`config.mk`:
```
export PLATFORM = sky130hd
export DESIGN_NAME = pkt_frame_chan
export DESIGN_NICKNAME = d
export VERILOG_FILES = /design/src/rtl/pkt_frame_pkg.sv /design/src/rtl/pkt_frame_chan.sv
export SDC_FILE = /design/constraint.sdc
export NUM_CORES = 1
export LEC_CHECK = 0
export ABC_CLOCK_PERIOD_IN_PS = 5500
export BUFFER_PORTS_ARGS = -buffer_cell sky130_fd_sc_hd__buf_2
export CAP_MARGIN = 10
export CORE_ASPECT_RATIO = 2
export CORE_UTILIZATION = 30
export CTS_CLUSTER_SIZE = 25
export DETAILED_ROUTE_END_ITERATION = 8
export RECOVER_POWER = 100
export SETUP_SLACK_MARGIN = 0.4
export SYNTH_ARGS = -nofsm -noshare
export SYNTH_HDL_FRONTEND = slang
export SYNTH_SLANG_ARGS = --single-unit
```
`constraint.sdc`:
```
create_clock -name clk -period 5.5 [get_ports clk]
set_clock_uncertainty 0.2 [all_clocks]
set_input_delay 0.825 -clock clk [delete_from_list [all_inputs] [get_ports clk]]
set_output_delay 0.825 -clock clk [all_outputs]
set_load 0.1 [all_outputs]
```
`src/rtl/pkt_frame_pkg.sv`:
```
// Shared types and constants for the multi-channel packet framing checker.
// Latency: n/a (declarations only).
// Backpressure: n/a.
package pkt_frame_pkg;

  typedef enum logic [1:0] {
    IDLE   = 2'd0,
    IN_PKT = 2'd1,
    DRAIN  = 2'd2
  } state_e;

  localparam int ERR_NO_SOP  = 0;
  localparam int ERR_DUP_SOP = 1;
  localparam int ERR_OVERLEN = 2;
  localparam int ERR_TIMEOUT = 3;
  localparam int NERR        = 4;

endpackage

```
`src/rtl/pkt_frame_chan.sv`:
```
// One channel of framing checking: FSM, length/gap tracking, packet counter.
// Latency: done/pkt_len/err registered, one cycle after the sampled beat; err_nxt is the pre-register view.
// Backpressure: none; the block only observes the beat stream.
module pkt_frame_chan
  import pkt_frame_pkg::*;
#(
  parameter int MAX_LEN = 64,
  parameter int TIMEOUT = 16,
  parameter int CNT_W   = 16,
  parameter int LEN_W   = $clog2(MAX_LEN + 1)
) (
  input  logic             clk,
  input  logic             rst,
  input  logic             vld,
  input  logic             first,
  input  logic             lastbit,
  output logic             done,
  output logic [LEN_W-1:0] pkt_len,
  output logic [NERR-1:0]  err,
  output logic [NERR-1:0]  err_nxt,
  output logic [CNT_W-1:0] cnt
);

  // gap only needs to count up to TIMEOUT; keep one bit when the check is disabled
  localparam int               GAP_W = (TIMEOUT > 0) ? $clog2(TIMEOUT + 1) : 1;
  localparam logic [LEN_W:0]   MAXL  = (LEN_W + 1)'(MAX_LEN);
  localparam logic [GAP_W-1:0] TO_V  = GAP_W'(TIMEOUT);

  state_e           state_q, state_d;
  logic [LEN_W-1:0] len_q, len_d;
  logic [GAP_W-1:0] gap_q, gap_d;
  logic             done_d;
  logic [LEN_W-1:0] plen_d;
  logic             start;
  logic [LEN_W:0]   nlen;
  logic [GAP_W-1:0] ngap;

  // one extra bit so len+1 can be compared against MAX_LEN without overflow
  assign nlen = {1'b0, len_q} + (LEN_W + 1)'(1);
  assign ngap = gap_q + GAP_W'(1);

  // next-state, length/gap tracking and pre-register output pulses
  always_comb begin
    state_d = state_q;
    len_d   = len_q;
    gap_d   = gap_q;
    done_d  = 1'b0;
    plen_d  = '0;
    err_nxt = '0;
    start   = 1'b0;
    case (state_q)
      IDLE: begin
        if (vld) begin
          if (first) start = 1'b1;
          else       err_nxt[ERR_NO_SOP] = 1'b1;
        end
      end
      IN_PKT: begin
        if (vld) begin
          if (first) begin
            // abandon the open packet and restart on this beat
            err_nxt[ERR_DUP_SOP] = 1'b1;
            start = 1'b1;
          end else if (nlen > MAXL) begin
            err_nxt[ERR_OVERLEN] = 1'b1;
            state_d = lastbit ? IDLE : DRAIN;
          end else if (lastbit) begin
            done_d  = 1'b1;
            plen_d  = nlen[LEN_W-1:0];
            state_d = IDLE;
          end else if (nlen == MAXL) begin
            // a plain beat at MAX_LEN leaves no room for the closing beat
            err_nxt[ERR_OVERLEN] = 1'b1;
            state_d = DRAIN;
          end else begin
            len_d = nlen[LEN_W-1:0];
            gap_d = '0;
          end
        end else if ((TIMEOUT != 0) && (ngap == TO_V)) begin
          err_nxt[ERR_TIMEOUT] = 1'b1;
          state_d = IDLE;
        end else begin
          gap_d = ngap;
        end
      end
      DRAIN: begin
        if (vld) begin
          if (lastbit)    state_d = IDLE;
          else if (first) start = 1'b1;
        end
      end
      default: state_d = IDLE;
    endcase
    // common start-of-packet handling shared by IDLE, IN_PKT and DRAIN
    if (start) begin
      len_d = LEN_W'(1);
      gap_d = '0;
      if (lastbit) begin
        done_d  = 1'b1;
        plen_d  = LEN_W'(1);
        state_d = IDLE;
      end else begin
        state_d = IN_PKT;
      end
    end
  end

  // state, tracking registers, registered outputs and packet counter
  always_ff @(posedge clk) begin
    if (rst) begin
      state_q <= IDLE;
      len_q   <= '0;
      gap_q   <= '0;
      done    <= 1'b0;
      pkt_len <= '0;
      err     <= '0;
      cnt     <= '0;
    end else begin
      state_q <= state_d;
      len_q   <= len_d;
      gap_q   <= gap_d;
      done    <= done_d;
      pkt_len <= plen_d;
      err     <= err_nxt;
      if (done_d) cnt <= cnt + CNT_W'(1);
    end
  end

endmodule

```
==> metrics.md, run 1 <==
| Metric | Value |
|---|---|
| Run status | `finished with violations` |
| Failing checks | `capacitance limit, slew limit` |
| Final Wtd Congestion | `0.787` |
| DRT Wirelength | `4.84 mm` |
| Origin of the critical flop-to-flop path | `len_q[0]$_SDFFE_PP0P_` |
| Vias per std cell | `5.10` |
| RSZ-0062 raised after global routing | `false` |
| Synth area leader | `dfxtp_1` |
| Hold Path End | `cnt[15]$_SDFFE_PP0P_` |
| Bufs on Longest Clock Path | `2` |
| Minimum clock period after layout | `3.90 ns` |
| Hold Vio Cnt, Final | `0` |
| Largest family of logic cells by synthesized area | `simple AND/OR/NAND/NOR gates` |
| Total GRT Usage | `14.7%` |
| First-pass GRT wire length | `7.87 mm` |
| Root Buffer | `clkbuf_16` |
| Clock sink total | `42` |
| Die X | `60.1 um` |
| Crit path buffers/inverters | `1` |
| Worst setup EP type | `output pin` |
| TritonCTS clock tree | `done` |
| Post-DP HPWL | `3.62 mm` |
| Total setup violations reported at the end of the flow | `0` |
| Number of distinct library cells after synthesis | `50` |
| Post-Synth Adder-Cell Area | `2.47%` |
| Core area | `0.00657 mm^2` |
| Antenna-violating nets left | `0` |
| Mux contribution to synthesized area | `1.54%` |
| Synth warn | `0` |
| Clk_lat worst skew | `0.29 ns` |
| Crit path arrival time | `2.87 ns` |
| Port Buffers | `36` |
| Post-synth ARST share | `0%` |
| Synth Area in Compound Gates | `16.7%` |
| Worst min path class | `reg2reg` |
| Core Rows | `42` |
| Reg-to-reg endpoint | `cnt[2]$_SDFFE_PP0P_` |
| Synth top cells by count | `dfxtp_1 (42), nor2_1 (24), a21oi_1 (18), nand2_1 (11), nand3_1 (11)` |
| Most common cell in the synthesized netlist | `dfxtp_1` |
| Worst-path cell chain | `ha_1, nand3_1, nor3_1, nor2_1, a21oi_1, o21a_1, clkbuf_1` |
| Max cap viols | `1` |
| Final hold slack | `0.278 ns` |
| Main area contributors after synthesis | `dfxtp_1 (41%), a21oi_1 (4.4%), nor2_1 (4.4%)` |
| Sequential fraction of the synthesis area | `41.5%` |
| I/O Pins | `37` |
| Post-CTS sizing | `0` |
| Vias | `1795` |
| Required time of the critical path | `4.47 ns` |
| Total CTS buffers | `5` |
| First-iteration detailed-routing DRC count | `57` |
| Worst r2r path cells | `7` |
| Worst Tran Pin Value | `1.67 ns` |
| Post-Synth XOR/XNOR Area | `5.62%` |
| Slew HR | `-11.9%` |
| H-tree depth | `2` |
| Wirelength per Cell | `13.7 um` |
| Worst Path Class, Setup | `reg2out` |
| Die ar. | `0.00711 mm^2` |
| Netlist Area Pre-Place | `0.00203 mm^2` |
| Post-Syn Instances | `231` |
| DRT Pass-1 Iters | `4` |
| Yosys reg bits | `42` |
| Setup TNS Final | `0 ns` |
| PwrDens | `289 mW/mm^2` |
| DRC Markers | `0` |
| Critical Path Stages | `7` |
| Critical-path top delay cell | `clkbuf_1` |
| Worst hold start | `cnt[15]$_SDFFE_PP0P_` |
| Share of cells above drive strength 1 | `4.55%` |
| Global route overflow | `0` |
| Hold path depth | `2` |
| Fmax | `257 MHz` |
| CP peak stage delay | `0.86 ns` |
| CTS Hold Buffers Added | `0` |
| Pin count of the biggest net entering global routing | `30` |
| Crit Path Max Fanout | `7` |
| Fin crit share | `70.8%` |
| P&R area growth vs syn | `15.4%` |
| Syn avg cell area | `8.77 um^2` |
| Cell family contributing the most delay on the critical path | `buffers and inverters` |
| Top_reg_cell synth | `dfxtp_1` |
| Number of synthesized flops with an enable pin | `0` |
| Antenna cells | `0` |
| Maximum VDD drop | `0.158 mV` |
| Initial Util | `30.9%` |
| Post-CTS Setup Bufs | `0` |
| Fin. max-slew vios | `26` |
| Post-synth top area share | `41.5%` |
| Final-stage net count | `272` |
| Crit start category | `flip-flop` |
| Syn nets | `240` |
| Initial antenna violation count | `0` |
| Pleak | `0.778 nW` |
| Simple-gate area share of the yosys netlist | `28.6%` |
| Clk slew on worst S/H paths | `0.06 ns` |
| Setup slack, reg-to-reg | `1.84 ns` |
| Chip Height | `118 um` |
| Vias in the first global route | `1766` |
[cell families (layout without fill, tap and decap cells)]
logic type / Yosys count / count (layout)
xor gates and xnor gates: 13 / 13
adders and majority gates: 4 / 4
buffers and inverters: 16 / 49
DFF: 42 / 42
muxes: 3 / 3
and+or+nand+nor: 104 / 104
AOI/OAI and AO/OA: 49 / 49
[registers in the layout, indices dropped and copies added (netlist names)]
name	cells
pkt_len	7
cnt	16
state_q	2
done	1
gap_q	5
err	4
len_q	7
[worst max-delay path by stage]
stage                                      from                   to  slack (ns)
after floorplan                             vld           err_nxt[0]        1.39
after detailed placement  len_q[0]$_SDFFE_PP0P_           err_nxt[2]        2.43
after global placement    len_q[0]$_SDFFE_PP0P_           err_nxt[2]        2.50
final                     len_q[0]$_SDFFE_PP0P_           err_nxt[2]        1.60
after CTS                 len_q[0]$_SDFFE_PP0P_           err_nxt[2]        2.10
after global routing      len_q[0]$_SDFFE_PP0P_  cnt[4]$_SDFFE_PP0P_        1.33
[worst register-to-register path, delay by kind of cell (launching register included)]
kind	cells	cell delay, ns
adder cells (fa/ha/maj)	1	0.31
AND/OR/NAND/NOR	3	0.61
AO/OA/AOI/OAI	2	1.57
multiplexers	1	0.36
flip-flops	1	0.50
[where the power goes]
part / switching (mW) / leakage [nW] / internal, mW / total, mW
sequential: 0.00315 / 0.339 / 0.307 / 0.310
clock: 0.117 / 0.0781 / 0.215 / 0.331
combinational: 0.0295 / 0.361 / 0.00637 / 0.0358
[area by class of cell]
type                            instances  area (um^2)
Fill cell                             716         4230
Multi-Input combinational cell        173         1070
Clock buffer                            7          133
Clock inverter                          1         30.0
Inverter                                5         18.8
Timing Repair Buffer                   36          138
Sequential cell                        42          841
Tap cell                               88          110
[through the flow]
stage / total power, mW / area [um^2] / worst slack, ns / cells / util, %
floorplan: 0.347 / 2030 / 1.39 / 231 / -
global placement: 0.354 / 2260 / 2.50 / 344 / 34.4
detailed placement: 0.354 / 2260 / 2.43 / 344 / 34.4
CTS: 0.689 / 2420 / 2.10 / 352 / 36.9
global route: 0.699 / 2340 / 1.33 / 352 / 35.6
finish: 0.677 / 2340 / 1.60 / 352 / 35.6
[cells in the final DEF (no fill, tap or decap), drive strengths merged, types with 3 or more instances in the layout]
cell type	netlist	routed
a21oi	19	19
and3	5	5
clkbuf	5	41
dfxtp	42	42
ha	4	4
inv	5	5
nand2	11	11
nand2b	4	4
nand3	12	12
nand4	6	6
nor2	24	24
nor2b	6	6
nor3	11	11
o211ai	3	3
o21ai	10	10
o31ai	8	8
or3	3	3
or4	9	9
xnor2	4	4
xor2	9	9
[per-layer routing]
layer	global-route usage, %	up-vias	part of all wire, %
li1	-	902	-
met1	13.5	843	37
met2	27.3	37	57
met3	2.30	13	2.1
met4	9.16	0	4.2
met5	0	-	0
(Power assumes the default switching activity.)
==> run 2: changes to the inputs <==
--- a/config.mk
+++ b/config.mk
@@ -5,7 +5,8 @@
 export SDC_FILE = /design/constraint.sdc
 export NUM_CORES = 1
 export LEC_CHECK = 0
-export ABC_CLOCK_PERIOD_IN_PS = 5500
+export ABC_AREA = 1
+export ABC_CLOCK_PERIOD_IN_PS = 3490
 export BUFFER_PORTS_ARGS = -buffer_cell sky130_fd_sc_hd__buf_2
 export CAP_MARGIN = 10
 export CORE_ASPECT_RATIO = 2
==> constraint.sdc (replaced) <==
create_clock -name clk -period 3.49 [get_ports clk]
set_clock_uncertainty 0.2 [all_clocks]
set_input_delay 0.5235 -clock clk [delete_from_list [all_inputs] [get_ports clk]]
set_output_delay 0.5235 -clock clk [all_outputs]
set_load 0.1 [all_outputs]
==> run 2 against run 1 <==
  * The flow now finishes without violations
  * Clock-buffer cell count decreased by 1
  * Synthesized cell count increased by 26%
  * Sequential share of layout area decreased by 3.0 points
  * Sequential power increased by 59%
  * Die area increased by 7.8%
  * Worst hold slack improved by 0.0031 ns
  * Sequential cell count unchanged
  * Area after synthesis increased by 8.0%
  * Clock power increased by 88%
  * Via count increased by 15%
  * Power increased by 76%
  * Global-route usage increased by 1.5 points
==> metrics.md, run 2 <==
| Metric | Value |
|---|---|
| Synth area leader | `dfxtp_1` |
| Yosys reg bits | `42 (unchanged)` |
| Clk_lat worst skew | `0.29 ns (about the same)` |
| Main area contributors after synthesis | `dfxtp_1 (38%), nand2_1 (9.4%), nand3_1 (7.1%)` |
| Psw | `0.264 mW (+77%)` |
| First-pass GRT wire length | `9.55 mm (+21%)` |
| Largest register FFs | `16 (unchanged)` |
| Required time of the critical path | `2.77 ns (-1.70 ns)` |
| Wirelength per Cell | `13.7 um (about the same)` |
| Vias per std cell | `4.93 (-3.4%)` |
| Initial antenna violation count | `0 (unchanged)` |
| Crit path arrival time | `2.20 ns (-0.67 ns)` |
| Clock sink total | `42 (unchanged)` |
| Post-synth top area share | `38.4% (-3.1 points)` |
| Fin. max-slew vios | `0 (-100%)` |
| Fmax | `342 MHz` |
| Worst setup EP type | `output pin` |
| I/O Pins | `37 (unchanged)` |
| Commonest cells after routing, fill and taps aside | `nand2_1 (60), dfxtp_1 (42), nand3_1 (31), clkbuf_1 (31), a21oi_1 (29)` |
| Combinational power share | `6.6% (+1.3 points)` |
| Pint | `0.929 mW (+76%)` |
| Minimum clock period after layout | `2.92 ns` |
| Worst min path class | `reg2reg` |
| Netlist Area Pre-Place | `0.00219 mm^2 (+8.0%)` |
| Origin of the critical flop-to-flop path | `len_q[0]$_SDFFE_PP0P_` |
| Setup TNS Final | `0 ns (unchanged)` |
| Number of distinct library cells after synthesis | `33 (-34%)` |
| Synth warn | `0 (unchanged)` |
| Setup slack, reg-to-reg | `0.83 ns (-1.01 ns)` |
| Fin crit share | `83.7%` |
| Post-synth ARST share | `0% (unchanged)` |
| H-tree depth | `2 (unchanged)` |
| Total CTS buffers | `5 (unchanged)` |
| Total of fill cells in the finished design | `767 (+7.1%)` |
| Pin count of the biggest net entering global routing | `24 (-20%)` |
| Core area | `0.00699 mm^2 (+6.5%)` |
| Post-Syn Instances | `290 (+26%)` |
| Reg-to-reg endpoint | `pkt_len[0]$_SDFF_PP0_` |
| Maximum VDD drop | `0.214 mV (+36%)` |
| Die ar. | `0.00766 mm^2 (+7.8%)` |
| Top_reg_cell synth | `dfxtp_1` |
| Pleak | `0.956 nW (+23%)` |
| Number of synthesized flops with an enable pin | `0 (unchanged)` |
| Port Buffers | `36 (unchanged)` |
| Crit start category | `flip-flop` |
| Total setup violations reported at the end of the flow | `0 (unchanged)` |
| PwrDens | `467 mW/mm^2 (+61%)` |
| Vias | `2064 (+15%)` |
| Final Cell Area | `0.00256 mm^2 (+9.3%)` |
| Root Buffer | `clkbuf_16` |
| Worst Tran Pin Value | `1.19 ns (-0.480 ns)` |
| Top Registers | `cnt x16, len_q x7, pkt_len x7` |
| Worst r2r path cells | `11 (+4)` |
| Clk slew on worst S/H paths | `0.06 ns (about the same)` |
| Post-DP HPWL | `4.24 mm (+17%)` |
| Most common cell in the synthesized netlist | `nand2_1` |
| Antenna-violating nets left | `0 (unchanged)` |
| Post-CTS Setup Bufs | `0 (unchanged)` |
| Vias in the first global route | `2067 (+17%)` |
| Biggest register | `cnt` |
| Clock power frac | `52.2% (+3.2 points)` |
| Bufs on Longest Clock Path | `2 (unchanged)` |
| Worst Path Class, Setup | `reg2out` |
| Initial Util | `31.3% (+0.43 points)` |
| Placed Area | `0.00245 mm^2 (+8.4%)` |
| Most common cell after layout, fill and taps aside | `nand2_1` |
| Hold Path End | `gap_q[4]$_SDFFE_PP0P_` |
| DRT Pass-1 Iters | `4 (unchanged)` |
| Chip Height | `123 um (+3.8%)` |
| Run status | `complete, no violations` |
| Hold Vio Cnt, Final | `0 (unchanged)` |
| Share of cells above drive strength 1 | `11.6% (+7.0 points)` |
| Antenna cells | `0 (unchanged)` |
| CTS Hold Buffers Added | `0 (unchanged)` |
| Global route overflow | `0 (unchanged)` |
| Post-CTS sizing | `0 (unchanged)` |
| First-iteration detailed-routing DRC count | `190 (+230%)` |
| TritonCTS clock tree | `done` |
| DRT Wirelength | `5.76 mm (+19%)` |
| Syn nets | `299 (+25%)` |
| P&R area growth vs syn | `16.8%` |
| Slew HR | `20.9% (+33 points)` |
| Hold path depth | `2 (unchanged)` |
| Max cap viols | `0 (-1)` |
| Syn avg cell area | `7.55 um^2 (-14%)` |
| RSZ-0062 raised after global routing | `false` |
| Crit Path Max Fanout | `5 (-2)` |
| Sequential fraction of the synthesis area | `38.4% (-3.1 points)` |
| Total GRT Usage | `16.1% (+1.5 points)` |
| Final Wtd Congestion | `0.838 (+6.5%)` |
| Core Rows | `43 (+2.4%)` |
| Worst hold start | `gap_q[4]$_SDFFE_PP0P_` |
| Final-stage net count | `337 (+24%)` |
| DRC Markers | `0 (unchanged)` |
| Synth top cells by count | `nand2_1 (55), dfxtp_1 (42), nand3_1 (31), inv_1 (26)` |
| Die X | `62.4 um (+3.8%)` |
| Share of power burned in registers | `41.2% (-4.6 points)` |
| Switch share | `22.2% (+0.078 points)` |
run 2: per-layer routing:
layer | track usage, % | vias to the layer above | part of all wire, %
met5 | 0 | - | 0
met4 | 8.87 | 0 | 2.7
met3 | 3.62 | 13 | 3.9
met2 | 31.2 | 54 | 56
met1 | 15.4 | 971 | 37
li1 | - | 1026 | -
run 2: metrics by stage:
stage / cells / utilization, % / worst slack (ns) / hold slack (ns) / power, mW
2_1_floorplan: 290 / - / 0.570 / 0.253 / 0.568
3_3_place_gp: 411 / 35.0 / 0.976 / 0.263 / 0.586
3_5_place_dp: 411 / 35.0 / 0.929 / 0.279 / 0.586
4_1_cts: 419 / 37.9 / 0.609 / 0.287 / 1.22
5_1_grt: 419 / 36.5 / 0.365 / 0.307 / 1.23
6_report: 419 / 36.5 / 0.568 / 0.281 / 1.19
run 2: final cells by class:
type / instances / area [um^2] / share of cell area [%]
clock buffer: 6 / 139 / 5.43
clock inverter: 2 / 60.1 / 2.35
inverter: 31 / 116 / 4.55
multi-input combinational: 212 / 1150 / 44.8
sequential: 42 / 841 / 32.9
tap: 90 / 113 / 4.41
timing repair buffer: 36 / 141 / 5.53
run 2: worst max path at each step:
| stage | from | endpoint | slack (ns) |
|---|---|---|---|
| global route | vld | pkt_len[0]$_SDFF_PP0_ | 0.37 |
| detailed placement | len_q[0]$_SDFFE_PP0P_ | err_nxt[2] | 0.93 |
| finish | len_q[0]$_SDFFE_PP0P_ | err_nxt[2] | 0.57 |
| floorplan | gap_q[0]$_SDFFE_PP0P_ | err_nxt[3] | 0.57 |
| CTS | len_q[0]$_SDFFE_PP0P_ | err_nxt[2] | 0.61 |
| global placement | len_q[0]$_SDFFE_PP0P_ | err_nxt[2] | 0.98 |
run 2: cell families after synthesis:
logic type      Yosys count  share of synthesized area (%)
simple gates            150                           33.6
flops                    42                           38.4
compound gates           41                           11.8
buf+inv                  36                           7.15
xor+xnor                 17                           6.80
fa+ha+maj                 4                           2.29
run 2: power by group through the flow:
stage	registers (mW)	clock network, mW	logic (mW)
after floorplan	0.518	0	0.0502
after global placement	0.502	0	0.0834
after detailed placement	0.503	0	0.0838
after CTS	0.492	0.645	0.0839
after global routing	0.493	0.657	0.0852
final	0.492	0.623	0.0786
run 2: critical path, stage by stage, from the launching register on:
cell      delay, ns
dfxtp_1        0.41
ha_1           0.28
nand2_1        0.11
nor2_1         0.11
nand2_1        0.06
nand2_1        0.13
nor2_2         0.06
nand3_1        0.09
nand3_1        0.14
inv_1          0.08
clkbuf_2       0.45
